**config.mk**
```make
export PLATFORM = sky130hd
export DESIGN_NAME = control_pipeline
export DESIGN_NICKNAME = d
export VERILOG_FILES = /design/src/rtl/control_pipeline.sv
export SDC_FILE = /design/constraint.sdc
export NUM_CORES = 1
export LEC_CHECK = 0
export CAP_MARGIN = 10
export CORE_ASPECT_RATIO = 1.5
export CORE_UTILIZATION = 40
export CTS_CLUSTER_DIAMETER = 50
export CTS_CLUSTER_SIZE = 20
export DETAILED_ROUTE_END_ITERATION = 7
export PLACE_DENSITY = 0.88
export SLEW_MARGIN = 20
export SYNTH_ARGS = -nofsm -noshare
export SYNTH_HDL_FRONTEND = slang
export SYNTH_SLANG_ARGS = --single-unit
```
**constraint.sdc**
```tcl
create_clock -name clk -period 2.3 [get_ports clk]
set_input_delay 0.46 -clock clk [delete_from_list [all_inputs] [get_ports clk]]
set_output_delay 0.46 -clock clk [all_outputs]
set_load 0.05 [all_outputs]
```
**src/rtl/control_pipeline.sv**
```systemverilog
// rtl/control_pipeline.sv - ID/EX, EX/MEM, MEM/WB control registers with hazard stall and ecall halt sequencing
// Load-use and ecall-operand hazards stall IF/ID and bubble EX; an accepted halting ecall drains, then halts.
module control_pipeline #(
   parameter int REG_ADDR_W   = 5,
   parameter int ECALL_REG    = 17,
   parameter int DRAIN_CYCLES = 3
) (
   input  logic                  clk,
   input  logic                  reset,
   input  logic                  id_valid,
   input  logic                  id_mem_read,
   input  logic                  id_mem_to_reg,
   input  logic                  id_mem_write,
   input  logic                  id_alu_src,
   input  logic                  id_write_enable,
   input  logic                  id_pc_to_reg,
   input  logic                  id_is_ecall,
   input  logic [1:0]            id_alu_op,
   input  logic [REG_ADDR_W-1:0] id_rs1,
   input  logic [REG_ADDR_W-1:0] id_rs2,
   input  logic [REG_ADDR_W-1:0] id_rd,
   input  logic                  id_use_rs1,
   input  logic                  id_use_rs2,
   input  logic                  halt_cond,
   output logic                  stall,
   output logic                  ex_mem_read,
   output logic                  ex_mem_to_reg,
   output logic                  ex_mem_write,
   output logic                  ex_alu_src,
   output logic                  ex_write_enable,
   output logic                  ex_pc_to_reg,
   output logic [1:0]            ex_alu_op,
   output logic [REG_ADDR_W-1:0] ex_rd,
   output logic                  mem_mem_read,
   output logic                  mem_mem_to_reg,
   output logic                  mem_mem_write,
   output logic                  mem_write_enable,
   output logic                  mem_pc_to_reg,
   output logic [REG_ADDR_W-1:0] mem_rd,
   output logic                  wb_mem_to_reg,
   output logic                  wb_write_enable,
   output logic                  wb_pc_to_reg,
   output logic [REG_ADDR_W-1:0] wb_rd,
   output logic                  is_halted
);

   localparam int CNT_W = $clog2(DRAIN_CYCLES + 1);
   localparam logic [REG_ADDR_W-1:0] ECALL_RD  = REG_ADDR_W'(ECALL_REG);
   localparam logic [CNT_W-1:0]      CNT_LAST  = CNT_W'(DRAIN_CYCLES);

   typedef enum logic [1:0] {RUN, DRAIN, HALTED} state_t;

   typedef struct packed {
      logic                  mem_read;
      logic                  mem_to_reg;
      logic                  mem_write;
      logic                  alu_src;
      logic                  write_enable;
      logic                  pc_to_reg;
      logic [1:0]            alu_op;
      logic [REG_ADDR_W-1:0] rd;
   } ex_ctl_t;

   state_t                state_q;
   logic [CNT_W-1:0]      cnt_q;
   logic                  halted_q;
   ex_ctl_t               ex_q, ex_d;
   logic                  mem_mem_read_q, mem_mem_to_reg_q, mem_mem_write_q;
   logic                  mem_write_enable_q, mem_pc_to_reg_q;
   logic [REG_ADDR_W-1:0] mem_rd_q;
   logic                  wb_mem_to_reg_q, wb_write_enable_q, wb_pc_to_reg_q;
   logic [REG_ADDR_W-1:0] wb_rd_q;

   logic load_use, ecall_haz, hazard, halt_accept;

   always_comb begin
      load_use = (state_q == RUN) && id_valid && ex_q.mem_read && (ex_q.rd != '0) &&
                 ((id_use_rs1 && (id_rs1 == ex_q.rd)) || (id_use_rs2 && (id_rs2 == ex_q.rd)));
      // The ecall reads x[ECALL_REG] in ID; only a pending ALU write in EX or a load in MEM can't be forwarded.
      ecall_haz = id_valid && id_is_ecall &&
                  ((ex_q.write_enable && (ex_q.rd == ECALL_RD)) ||
                   (mem_mem_read_q && (mem_rd_q == ECALL_RD)));
      hazard      = load_use || ecall_haz;
      halt_accept = (state_q == RUN) && id_valid && id_is_ecall && !hazard && halt_cond;
      stall       = (state_q == RUN) ? hazard : 1'b1;

      ex_d = '0;
      if ((state_q == RUN) && id_valid && !id_is_ecall && !hazard) begin
         ex_d.mem_read     = id_mem_read;
         ex_d.mem_to_reg   = id_mem_to_reg;
         ex_d.mem_write    = id_mem_write;
         ex_d.alu_src      = id_alu_src;
         ex_d.write_enable = id_write_enable;
         ex_d.pc_to_reg    = id_pc_to_reg;
         ex_d.alu_op       = id_alu_op;
         ex_d.rd           = id_rd;
      end
   end

   always_ff @(posedge clk or negedge reset) begin
      if (!reset) begin
         state_q            <= RUN;
         cnt_q              <= '0;
         halted_q           <= 1'b0;
         ex_q               <= '0;
         mem_mem_read_q     <= 1'b0;
         mem_mem_to_reg_q   <= 1'b0;
         mem_mem_write_q    <= 1'b0;
         mem_write_enable_q <= 1'b0;
         mem_pc_to_reg_q    <= 1'b0;
         mem_rd_q           <= '0;
         wb_mem_to_reg_q    <= 1'b0;
         wb_write_enable_q  <= 1'b0;
         wb_pc_to_reg_q     <= 1'b0;
         wb_rd_q            <= '0;
      end else begin
         ex_q               <= ex_d;
         mem_mem_read_q     <= ex_q.mem_read;
         mem_mem_to_reg_q   <= ex_q.mem_to_reg;
         mem_mem_write_q    <= ex_q.mem_write;
         mem_write_enable_q <= ex_q.write_enable;
         mem_pc_to_reg_q    <= ex_q.pc_to_reg;
         mem_rd_q           <= ex_q.rd;
         wb_mem_to_reg_q    <= mem_mem_to_reg_q;
         wb_write_enable_q  <= mem_write_enable_q;
         wb_pc_to_reg_q     <= mem_pc_to_reg_q;
         wb_rd_q            <= mem_rd_q;
         case (state_q)
            RUN: begin
               if (halt_accept) begin
                  state_q <= DRAIN;
                  cnt_q   <= CNT_W'(1);
               end
            end
            DRAIN: begin
               if (cnt_q == CNT_LAST) begin
                  state_q  <= HALTED;
                  halted_q <= 1'b1;
               end else begin
                  cnt_q <= cnt_q + CNT_W'(1);
               end
            end
            default: begin
               state_q  <= HALTED;
               halted_q <= 1'b1;
            end
         endcase
      end
   end

   assign ex_mem_read      = ex_q.mem_read;
   assign ex_mem_to_reg    = ex_q.mem_to_reg;
   assign ex_mem_write     = ex_q.mem_write;
   assign ex_alu_src       = ex_q.alu_src;
   assign ex_write_enable  = ex_q.write_enable;
   assign ex_pc_to_reg     = ex_q.pc_to_reg;
   assign ex_alu_op        = ex_q.alu_op;
   assign ex_rd            = ex_q.rd;
   assign mem_mem_read     = mem_mem_read_q;
   assign mem_mem_to_reg   = mem_mem_to_reg_q;
   assign mem_mem_write    = mem_mem_write_q;
   assign mem_write_enable = mem_write_enable_q;
   assign mem_pc_to_reg    = mem_pc_to_reg_q;
   assign mem_rd           = mem_rd_q;
   assign wb_mem_to_reg    = wb_mem_to_reg_q;
   assign wb_write_enable  = wb_write_enable_q;
   assign wb_pc_to_reg     = wb_pc_to_reg_q;
   assign wb_rd            = wb_rd_q;
   assign is_halted        = halted_q;

endmodule
```
==> Yosys cells after proc, flatten, opt, wreduce, memory -nomap -nowiden <==
Index checks and enable logic that the tools add are counted.
{ "word_totals": {"register_bits": 36} }
{ "classes": {"n_addsub": 1, "eq_ne": 9, "muxes": 9, "bitwise": 1, "n_reduce_logical": 26} }
{ "ops": {"columns": ["op", "count"], "rows": [
  ["$logic_and 1x1->1", 15],
  ["$mux 13", 1],
  ["$eq 5x5->1", 2],
  ["$eq 5x5->1 const B", 2],
  ["$pmux 2 s2", 2],
  ["$mux 2", 3],
  ["$ne 2x2->1 const B", 3],
  ["$reduce_bool 5->1", 1],
  ["$reduce_and 2->1", 2],
  ["$logic_or 1x1->1", 3],
  ["$reduce_and 3->1", 1],
  ["$add 2x1->2 const B", 1],
  ["$eq 2x1->1 const B", 1],
  ["$eq 2x2->1 const B", 1],
  ["$logic_not 1->1", 2],
  ["$logic_not 2->1", 1],
  ["$mux 1", 2],
  ["$pmux 1 s2", 1],
  ["$reduce_bool 2->1", 1],
  ["$not 1->1", 1]
]} }

==> Longest topological paths before layout <==
{ "depth": {"word_depth": 11, "depth_mapped": 5, "mapped_depth_nobuf": 5} }

==> Least setup slack after synthesis <==
Ideal clock, no wire load.
{ "synth_timing": {"path_kind": "register to output", "start": "register ex_q (netlist bit ex_rd[1])", "end": "output stall", "arrival_ns": 1.952, "setup_slack_ns": -0.112, "path_stages_with_launch": 4, "n_path_buf": 0, "cell_sequence": "dfrtp_1 or3_4 o311a_4 a2111o_1"} }
{ "synth_via": {"elab_chain_cells": 6, "word_cells_on_any_way": 14, "classes_between": "eq/ne: 3; mux: 1; reduce/logical: 10"} }
{ "synth_rtl": {"columns": ["item", "line_no", "rtl"], "rows": [
  ["start, declared", "67", "ex_ctl_t ex_q, ex_d;"],
  ["start signal, assigned", "105", "ex_q <= '0;"],
  ["start signal, assigned", "117", "ex_q <= ex_d;"],
  ["$eq 5x5->1, on equally long branches", "78, 81", null],
  ["$logic_and 1x1->1, on equally long branches", "78, 81", null],
  ["$logic_or 1x1->1, on equally long branches", "78, 81", null],
  ["$logic_and 1x1->1, on equally long branches", "77, 80", null],
  ["$logic_or 1x1->1 (*)", "83", "hazard = load_use || ecall_haz;"],
  ["$mux 1 (*)", "85", "stall = (state_q == RUN) ? hazard : 1'b1;"],
  ["end, declared", "25", "output logic stall,"]
]} }
Every way passes the cells marked *; elsewhere a longest branch is shown, timed or not.

==> Worst setup path in the final report <==
Ends and elaborated chain as after synthesis.

==> flow_metrics.py <==
metrics = {
    "clock_tree": {
        "hold_bufs_inserted_after_cts": 0,
        "cts_tree": "done",
        "clkSinkCount": 36,
        "insertion_delay_ns": 0.28,
        "post_cts.resized_instances": 0,
        "ctsHtreeMaxLevel": 2,
        "worst_setup_hold_path_clk_slew_ns": 0.07,
        "clock_tree.buffer_depth": 2,
        "clock-root-buffer": "sky130_fd_sc_hd__clkbuf_8",
        "cts-buffers-inserted": 5,
    },
    "global_routing": {
        "groute.layer.met1.usage": 0.194,
        "via_count_of_the_first_global_routing_pass": 1098,
        "grtUsageMet2": 0.327,
        "grtUsageMet3": 0.0525,
        "globalRouteTotalUtil": 0.188,
        "global_route_wire_length_before_repair_um": 5060,
        "antenna_found_initial": 0,
        "grt_overflow_total": 0,
        "grt_most_used_layer": "met2",
        "grt_start_max_net_pins": 37,
    },
    "synthesis": {
        "number_of_storage_elements_in_the_synthesis_netlist": 36,
        "synth_warnings": 0,
        "synthXorXnorAreaFrac": 0.0681,
        "ys_types": 29,
        "post_synth_inst_count": 108,
        "syn_area_um2": 1420,
        "synth_mux_area_frac": 0.00796,
        "synth_compound_gate_area_share": 0.118,
        "synth.avg_cell_area_um2": 13.1,
        "number_of_nets_produced_by_synthesis": 139,
        "adder_cell_share_of_the_synthesized_area": 0.00884,
        "fraction_of_the_yosys_area_taken_by_sequential_cells": 0.637,
        "synth_top_family_by_area": "simple AND/OR/NAND/NOR gates",
        "post_synth_and_or_nand_nor_area_fraction": 0.149,
    },
    "sta": {
        "timing.final.crit_share": 1.08,
        "final.setup_skew_ns": 0.00222,
        "count_of_final_hold_check_violations": 0,
        "clock.fmax_ghz": 0.403,
        "postLayoutSetupSlackWorst_ns": -0.179,
        "setup_violations": 1,
        "period_minus_slack_ns": 2.48,
        "worst_rel_slew_slack": 0.503,
        "max_slew.worst_pin.slew_ns": 0.746,
        "finalMaxSlewViolations": 0,
        "rsz0062_at_grt": "yes",
    },
    "power_and_ir_drop": {
        "share_seq_of_total_power": 0.399,
        "static-leakage-power_nw": 0.952,
        "p_int_mw": 1.30,
        "power.ir.vdd_worst_mv": 0.448,
        "power.net_switching_uw": 638,
        "p_sw_frac": 0.329,
        "combPwrFrac": 0.327,
        "power_per_cell_area_nw_per_um2": 865,
        "power.share.clock": 0.274,
    },
    "worst_setup_path": {
        "ff2ff_path_depth": 6,
        "worst-endpoint-arrival_ns": 2.02,
        "worst-r2r-setup-slack_ns": 0.62,
        "startpoint_type": "register",
        "r2r-end": "ex_alu_op[0]",
        "cp_data_required_time_ns": 1.84,
        "crit-reg2reg-launch": "ex_rd[2]",
        "cp-end-kind": "primary output",
        "path_class": "reg2out",
        "worst-path-max-fanout": 3,
    },
    "outcome": {
        "outcome": "finished, violations left",
        "violated_checks": "setup timing",
    },
    "worst_hold_path": {
        "hold_path_class": "in2async",
    },
    "placed_design": {
        "port_buffers": 62,
        "place_congestion": 0.721,
        "dpl.hpwl_um": 2530,
        "pre_cts_setup_slack_ns": -0.144,
        "postPlaceCellArea_um2": 2130,
    },
    "die": {
        "floorplan.die.width_um": 50.6,
        "floorplan.initialDensity": 0.418,
        "die_h_um": 74.8,
        "die-area_um2": 3780,
        "coreArea_um2": 3380,
        "floorplan.rows": 26,
        "i_o_pin_count": 63,
    },
    "cells_and_area": {
        "syn_to_final_growth_pct": 58.6,
        "insertedDiodeCount": 0,
        "fillers": 248,
        "proportion_of_layout_cells_with_a_drive_suffix_above_1": 0.144,
        "postLayoutCellArea_um2": 2240,
        "final_nets": 211,
        "final_core_utilization": 0.663,
    },
    "detailed_routing": {
        "drt-total-wl_um": 3220,
        "vias_per_cell": 5.13,
        "routedWlPerCell_um": 14.4,
        "dr_total_vias": 1144,
        "postRouteAntennaNets": 0,
        "initial_drt_pass_iterations": 4,
        "initialDrtViolationCount": 14,
        "remaining_drc_errors": 0,
    },
    "job": {
        "maxCapViolations": 0,
    },
}
[cells by family after synthesis]
group           after synthesis
fa+ha+maj                     1
xor+xnor                     11
mux                           1
compound gates               24
simple gates                 31
flops                        36
buf+inv                       4
[critical path: stages (launching register included)]
cell	delay [ns]
sky130_fd_sc_hd__dfrtp_2	0.40
sky130_fd_sc_hd__or3_4	0.41
sky130_fd_sc_hd__o311a_4	0.32
sky130_fd_sc_hd__a2111o_2	0.44
sky130_fd_sc_hd__buf_12	0.16
[cell usage after synthesis, drive strengths merged]
| cell type | n | area [um2] |
|---|---|---|
| clkbuf | 2 | 7.51 |
| o22ai | 1 | 6.26 |
| o311a | 1 | 21.3 |
| nor3b | 2 | 20.0 |
| a41oi | 2 | 17.5 |
| a21oi | 13 | 65.1 |
| mux2 | 1 | 11.3 |
| or4b | 1 | 10.0 |
| o211a | 1 | 10.0 |
| dfrtp | 36 | 901 |
| o22a | 1 | 8.76 |
| nor2 | 1 | 3.75 |
| a21o | 1 | 7.51 |
| o21ai | 2 | 10.0 |
| nand3b | 13 | 97.6 |
| a2111o | 1 | 11.3 |
| and2 | 1 | 6.26 |
| buf | 2 | 10.0 |
| xnor2 | 10 | 87.6 |
| or2 | 1 | 6.26 |
| xor2 | 1 | 8.76 |
| or3 | 1 | 11.3 |
| nand4 | 3 | 18.8 |
| nor2b | 1 | 6.26 |
| o311ai | 1 | 8.76 |
| ha | 1 | 12.5 |
| nand2 | 4 | 15.0 |
| nand3 | 3 | 15.0 |
[worst max-delay path by stage]
| stage | from | endpoint | slack (ns) | cells past startpoint |
|---|---|---|---|---|
| 5_1_grt | ex_rd[1] | stall | -0.22 | 4 |
| 3_5_place_dp | id_rs1[4] | stall | -0.14 | 6 |
| 6_report | ex_rd[1] | stall | -0.18 | 4 |
| 3_3_place_gp | id_rs2[4] | stall | -0.09 | 6 |
| 4_1_cts | ex_rd[1] | stall | -0.19 | 4 |
| 2_1_floorplan | ex_rd[1] | stall | 0.007 | 3 |
[area by class of cell]
cell class,instances,area [um2],share of cell area
well taps,42,52.6,0.0234
flip-flops and latches,36,905,0.403
clock inverters,3,42.5,0.0190
clock buffers,5,68.8,0.0307
multi-input cells,68,498,0.222
repair buffers,69,678,0.302
[metrics by stage]
step	TNS, ns	std cells	hold slack, ns	total power [mW]
after floorplan	0	108	0.164	1.15
after global placement	-0.0936	214	0.358	1.40
after detailed placement	-0.144	214	0.363	1.42
after CTS	-0.190	223	0.259	1.96
after global routing	-0.223	223	0.324	2.03
final	-0.179	223	0.237	1.94
[power groups by stage]
stage / combinational [mW] / sequential, mW / clock (mW)
finish: 0.635 / 0.775 / 0.532
global route: 0.679 / 0.783 / 0.568
CTS: 0.640 / 0.775 / 0.542
detailed placement: 0.634 / 0.789 / 0
global placement: 0.619 / 0.781 / 0
floorplan: 0.206 / 0.947 / 0
[routing by layer]
layer / vias up / routed length (um)
met2: 56 / 1700
met4: 0 / 126
met5: - / 0
met1: 543 / 1180
li1: 535 / -
met3: 10 / 212
[layout by cell type (no fill, tap or decap), types with 2 or more instances in the layout]
| cell | n |
|---|---|
| sky130_fd_sc_hd__dfrtp_1 | 33 |
| sky130_fd_sc_hd__xnor2_1 | 10 |
| sky130_fd_sc_hd__nand3b_1 | 13 |
| sky130_fd_sc_hd__a21oi_1 | 13 |
| sky130_fd_sc_hd__clkbuf_8 | 5 |
| sky130_fd_sc_hd__nand3_1 | 3 |
| sky130_fd_sc_hd__nand4_1 | 3 |
| sky130_fd_sc_hd__a41oi_1 | 2 |
| sky130_fd_sc_hd__nand2_1 | 4 |
| sky130_fd_sc_hd__clkdlybuf4s50_1 | 60 |
| sky130_fd_sc_hd__buf_4 | 7 |
| sky130_fd_sc_hd__dfrtp_2 | 3 |
| sky130_fd_sc_hd__o21ai_0 | 2 |
[timing repair]
action | in CTS | in global routing
gates cloned | 0 | 0
buffers inserted | 1 | 0
endpoints found under the setup margin | 1 | 1
(Power assumes the default switching activity.)
